<file path="config.mk">
export PLATFORM = sky130hd
export DESIGN_NAME = prio_rr_arb
export DESIGN_NICKNAME = d
export VERILOG_FILES = /design/src/rtl/arb_pkg.sv /design/src/rtl/prio_rr_pick.sv /design/src/rtl/prio_rr_arb.sv
export SDC_FILE = /design/constraint.sdc
export NUM_CORES = 1
export LEC_CHECK = 0
export ABC_AREA = 1
export CAP_MARGIN = 20
export CELL_PAD_IN_SITES_DETAIL_PLACEMENT = 1
export CELL_PAD_IN_SITES_GLOBAL_PLACEMENT = 1
export CORE_UTILIZATION = 35
export CTS_BUF_LIST = sky130_fd_sc_hd__clkbuf_8
export DETAILED_ROUTE_END_ITERATION = 8
export PLACE_DENSITY_LB_ADDON = 0.1
export SLEW_MARGIN = 20
export SYNTH_ARGS = -nofsm -noshare
export SYNTH_HDL_FRONTEND = slang
export SYNTH_SLANG_ARGS = --single-unit
</file>
<file path="constraint.sdc">
create_clock -name clk -period 3.8 [get_ports clk]
set_input_delay 0.38 -clock clk [delete_from_list [all_inputs] [get_ports clk]]
set_output_delay 0.38 -clock clk [all_outputs]
set_load 0.01 [all_outputs]
</file>
<file path="src/rtl/arb_pkg.sv">
// Shared types and helpers for the priority / round-robin arbiter.
// Helpers work on maximum-size vectors; callers zero-extend into them.
package arb_pkg;

  localparam int unsigned MAX_N  = 16;
  localparam int unsigned MAX_PW = 8;
  localparam int unsigned MAX_IW = 4;

  typedef enum logic {
    IDLE = 1'b0,
    BUSY = 1'b1
  } state_e;

  // Index of the set bit of a one-hot (or zero) vector.
  function automatic logic [MAX_IW-1:0] onehot_to_idx(input logic [MAX_N-1:0] oh);
    logic [MAX_IW-1:0] idx;
    idx = '0;
    for (int i = 0; i < MAX_N; i++) begin
      if (oh[i]) idx = idx | MAX_IW'(i);
    end
    return idx;
  endfunction

  // Highest pw-bit priority among the first n requesting masters.
  function automatic logic [MAX_PW-1:0] max_prio(
    input logic [MAX_N-1:0]        req,
    input logic [MAX_N*MAX_PW-1:0] prio,
    input int unsigned             n,
    input int unsigned             pw
  );
    logic [MAX_PW-1:0]        best;
    logic [MAX_PW-1:0]        fld;
    logic [MAX_N*MAX_PW-1:0]  mask;
    best = '0;
    mask = ((MAX_N*MAX_PW)'(1) << pw) - (MAX_N*MAX_PW)'(1);
    for (int unsigned i = 0; i < MAX_N; i++) begin
      fld = MAX_PW'((prio >> (i * pw)) & mask);
      if ((i < n) && req[i] && (fld > best)) best = fld;
    end
    return best;
  endfunction

endpackage

</file>
<file path="src/rtl/prio_rr_pick.sv">
// Combinational winner selection: highest priority, ties broken by
// lowest index or by first winner at/after ptr with wrap-around.
module prio_rr_pick #(
  parameter  int unsigned N      = 4,
  parameter  int unsigned PW     = 3,
  parameter  int unsigned RR_TIE = 1,
  localparam int unsigned IW     = $clog2(N)
) (
  input  logic [N-1:0]    req,
  input  logic [N*PW-1:0] prio,
  input  logic [IW-1:0]   ptr,
  output logic            vld_c,
  output logic [IW-1:0]   idx_c
);
  import arb_pkg::*;

  logic [PW-1:0] maxp;
  logic [N-1:0]  win;
  logic [N-1:0]  sel;
  logic          found;
  int unsigned   j;

  always_comb begin
    maxp  = PW'(max_prio(MAX_N'(req), (MAX_N*MAX_PW)'(prio), N, PW));
    win   = '0;
    sel   = '0;
    found = 1'b0;
    j     = 0;
    for (int i = 0; i < N; i++) begin
      win[i] = req[i] && (prio[i*PW +: PW] == maxp);
    end
    // Lowest-index mode is a round-robin search anchored at zero.
    for (int k = 0; k < N; k++) begin
      j = (RR_TIE != 0) ? (32'(ptr) + 32'(k)) : 32'(k);
      if (j >= N) j = j - N;
      if (!found && win[IW'(j)]) begin
        sel[IW'(j)] = 1'b1;
        found       = 1'b1;
      end
    end
    vld_c = found;
    idx_c = IW'(onehot_to_idx(MAX_N'(sel)));
  end

endmodule

</file>
<file path="src/rtl/prio_rr_arb.sv">
// N-master priority arbiter with locked grants and optional round-robin
// tie-break; grant outputs are registered.
module prio_rr_arb #(
  parameter  int unsigned N      = 4,
  parameter  int unsigned PW     = 3,
  parameter  int unsigned RR_TIE = 1,
  localparam int unsigned IW     = $clog2(N)
) (
  input  logic            clk,
  input  logic            rst_n,
  input  logic [N-1:0]    req,
  input  logic [N*PW-1:0] prio,
  input  logic [N-1:0]    last,
  input  logic            s_ready,
  output logic [N-1:0]    gnt,
  output logic            gnt_vld,
  output logic [IW-1:0]   gnt_id,
  output logic [PW-1:0]   gnt_prio
);
  import arb_pkg::*;

  state_e        state, state_d;
  logic [IW-1:0] rr_ptr, rr_ptr_d;
  logic [IW-1:0] pick_ptr, pick_idx, owner_nxt;
  logic          pick_vld, release_c;
  logic [N-1:0]  gnt_d;
  logic          gnt_vld_d;
  logic [IW-1:0] gnt_id_d;
  logic [PW-1:0] gnt_prio_d, pick_prio;

  prio_rr_pick #(
    .N      (N),
    .PW     (PW),
    .RR_TIE (RR_TIE)
  ) u_pick (
    .req   (req),
    .prio  (prio),
    .ptr   (pick_ptr),
    .vld_c (pick_vld),
    .idx_c (pick_idx)
  );

  // Owner bookkeeping; wrap compares against N-1 so non-power-of-two N works.
  always_comb begin
    owner_nxt = (gnt_id == IW'(N-1)) ? '0 : gnt_id + IW'(1);
    release_c = !req[gnt_id] || (s_ready && last[gnt_id]);
    pick_prio = '0;
    for (int i = 0; i < N; i++) begin
      if (pick_idx == IW'(i)) pick_prio = prio[i*PW +: PW];
    end
  end

  always_comb begin
    state_d    = state;
    rr_ptr_d   = rr_ptr;
    gnt_d      = gnt;
    gnt_vld_d  = gnt_vld;
    gnt_id_d   = gnt_id;
    gnt_prio_d = gnt_prio;
    pick_ptr   = rr_ptr;
    case (state)
      IDLE: begin
        if (pick_vld) begin
          state_d    = BUSY;
          gnt_d      = N'(1) << pick_idx;
          gnt_vld_d  = 1'b1;
          gnt_id_d   = pick_idx;
          gnt_prio_d = pick_prio;
        end
      end
      BUSY: begin
        // Locked until release; re-arbitration uses the advanced pointer.
        if (release_c) begin
          pick_ptr = owner_nxt;
          rr_ptr_d = owner_nxt;
          if (pick_vld) begin
            gnt_d      = N'(1) << pick_idx;
            gnt_vld_d  = 1'b1;
            gnt_id_d   = pick_idx;
            gnt_prio_d = pick_prio;
          end else begin
            state_d    = IDLE;
            gnt_d      = '0;
            gnt_vld_d  = 1'b0;
            gnt_id_d   = '0;
            gnt_prio_d = '0;
          end
        end
      end
      default: state_d = IDLE;
    endcase
  end

  always_ff @(posedge clk or negedge rst_n) begin
    if (!rst_n) begin
      state    <= IDLE;
      rr_ptr   <= '0;
      gnt      <= '0;
      gnt_vld  <= 1'b0;
      gnt_id   <= '0;
      gnt_prio <= '0;
    end else begin
      state    <= state_d;
      rr_ptr   <= rr_ptr_d;
      gnt      <= gnt_d;
      gnt_vld  <= gnt_vld_d;
      gnt_id   <= gnt_id_d;
      gnt_prio <= gnt_prio_d;
    end
  end

endmodule

</file>
==> run summary, run 1 <==
status: aborted with a tool error
Halt Stage: global routing (5_1_grt)
error msg: [ERROR DPL-0033] detailed placement checks failed during check placement.
hpwl dp: 6190 µm
synth warn: 0
Rows: 27
flip-flop and latch count after synthesis: 13
syn_area_per_cell: 6.24 µm²
clk buf depth: 2
Initial Util: 0.363
input/output buffers: 32
total CTS buffers: 3
I/O pins: 33
Hold Buf Count CTS: 0
pin count of the biggest net entering global routing: 14
Worst EP Category: sequential cell input
chip width: 77.3 µm
worst_ep grt: gnt_prio[2]$_DFFE_PN0P_/D
RD Place Congestion: 0.874
clk root buf: clkbuf_8
fraction of the yosys area taken by sequential cells: 0.164
H-tree levels: 1
post-synth cell types: 29
CTS sink cnt: 13
placed cell area: 3070 µm²
Post-Syn Instances: 318
mapped cell area: 1990 µm²
initial antenna violation count: 0
die height: 77.3 µm
syn_nets: 358
timing repair:
action	CTS
endpoints found under the setup margin	11
buffers inserted	13
gates cloned	3
pin swaps	56
gates resized for setup	127
cell usage after synthesis:
master,count,area share
nor2_4,3,0.017
or2_1,1,0.0032
nand3_2,11,0.055
nor2_1,14,0.026
nand2_4,2,0.011
clkinv_1,4,0.0076
dfrtp_1,13,0.16
o31ai_1,3,0.011
nor2_2,9,0.028
a21oi_1,4,0.010
nand2_1,90,0.17
nor3_2,1,0.0050
inv_1,31,0.059
o21ai_0,3,0.0076
nand4_2,1,0.0063
nor2_8,1,0.010
o21ai_2,1,0.0044
nand2_2,11,0.035
nand4_1,4,0.013
buf_2,1,0.0025
a21oi_2,2,0.0088
inv_2,10,0.019
o21ai_4,1,0.0082
nand3b_1,1,0.0038
buf_6,2,0.011
ha_1,17,0.11
buf_4,1,0.0038
o21ai_1,7,0.018
nand3_1,69,0.17
logic make-up after synthesis:
family / Yosys count / synth area share
buffers and inverters: 49 / 0.103
adders and majority gates: 17 / 0.107
and+or+nand+nor: 218 / 0.558
DFF: 13 / 0.164
AOI/OAI and AO/OA: 21 / 0.0681
through the flow:
| step | std cells | setup TNS, ns | util | setup WS (ns) | hold WS (ns) |
|---|---|---|---|---|---|
| floorplan | 318 | -5.97 | - | -0.696 | 0.0844 |
| global placement | 485 | -17.46 | 0.562 | -1.72 | 0.465 |
| detailed placement | 485 | -20.39 | 0.562 | -2.02 | 0.474 |
| CTS | 505 | -9.77 | 0.679 | -0.972 | 0.487 |
==> inputs of run 2 (changes only) <==
CELL_PAD_IN_SITES_DETAIL_PLACEMENT = unset   (was 1)
CELL_PAD_IN_SITES_GLOBAL_PLACEMENT = unset   (was 1)
CORE_UTILIZATION = 20   (was 35)
CTS_BUF_LIST = unset   (was sky130_fd_sc_hd__clkbuf_8)
PLACE_DENSITY_LB_ADDON = 0.15   (was 0.1)
==> run summary, run 2 <==
Worst VDD drop: 0.000382 V
Fin Hold WS: 0.472 ns
die height: 102 µm (+31%)
P_sw: 1970 µW
share of cells above drive strength 1: 0.518
top cells by area, synth: nand3_1 17%, nand2_1 17%, dfrtp_1 16%
ys flop type: dfrtp_1
Leakage Power: 0.00176 µW
post-synth top area cell: nand3_1
FFs w/ async S/R, synth: 1.00 (unchanged)
Core ar.: 9680 µm²
commonest non-fill, non-tap cell in the layout: nand2_1
Post-Syn Instances: 318 (unchanged)
post-synth cell types: 29 (unchanged)
fin crit period: 4.60 ns
Crit-path slowest cell: ha_1
# fillers: 1016
failing checks: setup timing
number of max-cap violations: 0
max reg flops: 4
Final Hold Fails: 0
slew of the pin with the lowest slew margin: 0.604 ns
RD Place Congestion: 0.791 (-9.4%)
critical path's most frequent cell: nand2_1
Post-synth EDFFs: 0 (unchanged)
total global routing track utilization: 0.139
clk buf depth: 2 (unchanged)
period utilisation layout: 1.21
endpoint type of the worst setup path: flip-flop
Combinational Power Share: 0.899
ANT nets after route: 0
flip-flop and latch count after synthesis: 13 (unchanged)
total CTS buffers: 3 (unchanged)
CTS sink cnt: 13 (unchanged)
commonest cells after routing, fill and taps aside: 60 x nand2_1, 56 x buf_4, 46 x nand3_1, 30 x nand2_2, 25 x clkdlybuf4s50_1
Reg with most FFs: gnt
CP max FO: 8
PnR worst setup slack: -0.797 ns
Total Wirelength: 6790 µm
routed vias: 2427
power per cell area: 957 nW/µm²
Area growth syn-to-layout: 88.4%
clock skew: 0.00368 ns
cell with the most instances after synthesis: nand2_1
Data arrival, critical path: 4.73 ns
biggest regs: gnt x4, gnt_prio x3
drt first pass iters: 4
mapped cell area: 1990 µm² (unchanged)
clk root buf: clkbuf_8
Max Slew Vio Count: 0
Initial Util: 0.205 (-0.158)
WL/cell: 12.3 µm
Power Total: 3580 µW
I/O pins: 33 (unchanged)
pin count of the biggest net entering global routing: 14
CTS tree: done
Worst-Skew Late Latency: 0.24 ns
input/output buffers: 32 (unchanged)
DRT iter0 DRCs: 102
hpwl dp: 5420 µm (-12%)
top cell type's share of synthesized area: 0.174 (unchanged)
FF-to-FF setup slack: 0.72 ns
power share of the clock group: 0.034
required time of the critical path: 3.93 ns
Residual DRC: 0
syn_area_per_cell: 6.24 µm² (unchanged)
WS Path Type: in -> reg
RSZ-0062 raised after global routing: true
Setup Viol. Count Final: 11
Int Power: 1610 µW
# diodes: 0
Rows: 36 (+33%)
most frequent cells after synthesis: 90 x nand2_1, 69 x nand3_1, 31 x inv_1
Final Core Density: 0.386
first-pass GRT wire length: 11400 µm
Max-slew headroom: 0.596
fmax: 218 MHz
Die ar.: 10300 µm²
syn_nets: 358 (unchanged)
CTS clock-pin slew for the worst setup and hold paths: 0.05 ns
sw frac: 0.550
vias in the first global route: 2362
status: complete, but fails checks
placed cell area: 3050 µm² (-0.85%)
nets@finish: 462
chip width: 102 µm (+31%)
Finished Cell Area: 3740 µm²
Hold Buf Count CTS: 0 (unchanged)
routed vias/inst: 4.38
class of the worst hold path: reg -> reg
aggregate global routing overflow: 0
CP max stage delay: 0.27 ns
Seq pwr share: 0.068
synth warn: 0 (unchanged)
fraction of the yosys area taken by sequential cells: 0.164 (unchanged)
initial antenna violation count: 0
crit start category: input port
H-tree levels: 1 (unchanged)
run 2: cell counts after synthesis:
Identical to the previous run, type by type.
run 2: kinds of logic (layout without fill, tap and decap cells):
| group | after synthesis | in the layout | synth area share |
|---|---|---|---|
| AND/OR/NAND/NOR | 218 | 221 | 0.558 |
| AO/OA/AOI/OAI | 21 | 21 | 0.0681 |
| buffers and inverters | 49 | 149 | 0.103 |
| adder cells (fa/ha/maj) | 17 | 17 | 0.107 |
| flip-flops | 13 | 13 | 0.164 |
run 2: power by group through the flow:
stage | combinational [µW] | sequential [µW] | clock, µW
6_report | 3220 | 242 | 121
5_1_grt | 3560 | 249 | 134
4_1_cts | 2840 | 242 | 126
3_5_place_dp | 2410 | 245 | 0
3_3_place_gp | 2400 | 243 | 0
2_1_floorplan | 1650 | 256 | 0
run 2: final cells by class:
class	instances	area [µm²]	share of cell area
Multi-Input combinational cell	259	2110	0.564
Tap cell	133	166	0.0445
Clock buffer	4	45.0	0.0120
Timing Repair Buffer	100	888	0.237
Sequential cell	13	325	0.0870
Inverter	45	208	0.0555
run 2: worst max-delay path, delay by kind of cell:
family                   cells  cell delay (ns)
AND/OR/NAND/NOR             30             2.61
buffers and inverters        9             0.80
adder cells (fa/ha/maj)      3             0.76
AO/OA/AOI/OAI                2             0.14
run 2: path summary, 6_finish.rpt:
check	to	cells past startpoint	start
hold reg to reg	gnt_prio[1]	2	gnt_prio[1]
min in group asynchronous	gnt[2]	1	rst_n
setup reg to reg	gnt_prio[0]	23	gnt_id[0]
setup / recovery	gnt_prio[1]	44	prio[0]
max in group asynchronous	gnt_vld	1	rst_n
hold / removal	gnt_prio[1]	2	gnt_prio[1]
run 2: timing repair:
action / 4_1_cts / 5_1_grt
setup endpoints to repair: 11 / 11
pin swaps: 58 / 48
buffers inserted: 10 / 4
cloned: 3 / 0
resized for setup: 92 / 56
run 2: layer usage:
| metal | up-vias | track usage | wire length (µm) |
|---|---|---|---|
| met1 | 1123 | 0.192 | 3240 |
| met3 | 8 | 0.00690 | 166 |
| met2 | 48 | 0.239 | 3310 |
| li1 | 1248 | - | - |
| met5 | - | 0 | 0 |
| met4 | 0 | 0.0268 | 79 |
run 2: through the flow:
stage                     setup WS [ns]  TNS (ns)  std cells
final                            -0.797     -7.53        554
after global routing              -1.16    -10.94        554
after CTS                        -0.850     -8.25        551
after detailed placement          -1.84    -18.67        534
after global placement            -1.82    -18.55        534
after floorplan                  -0.696     -5.97        318
Note: power is estimated with default switching activity, not from simulation.
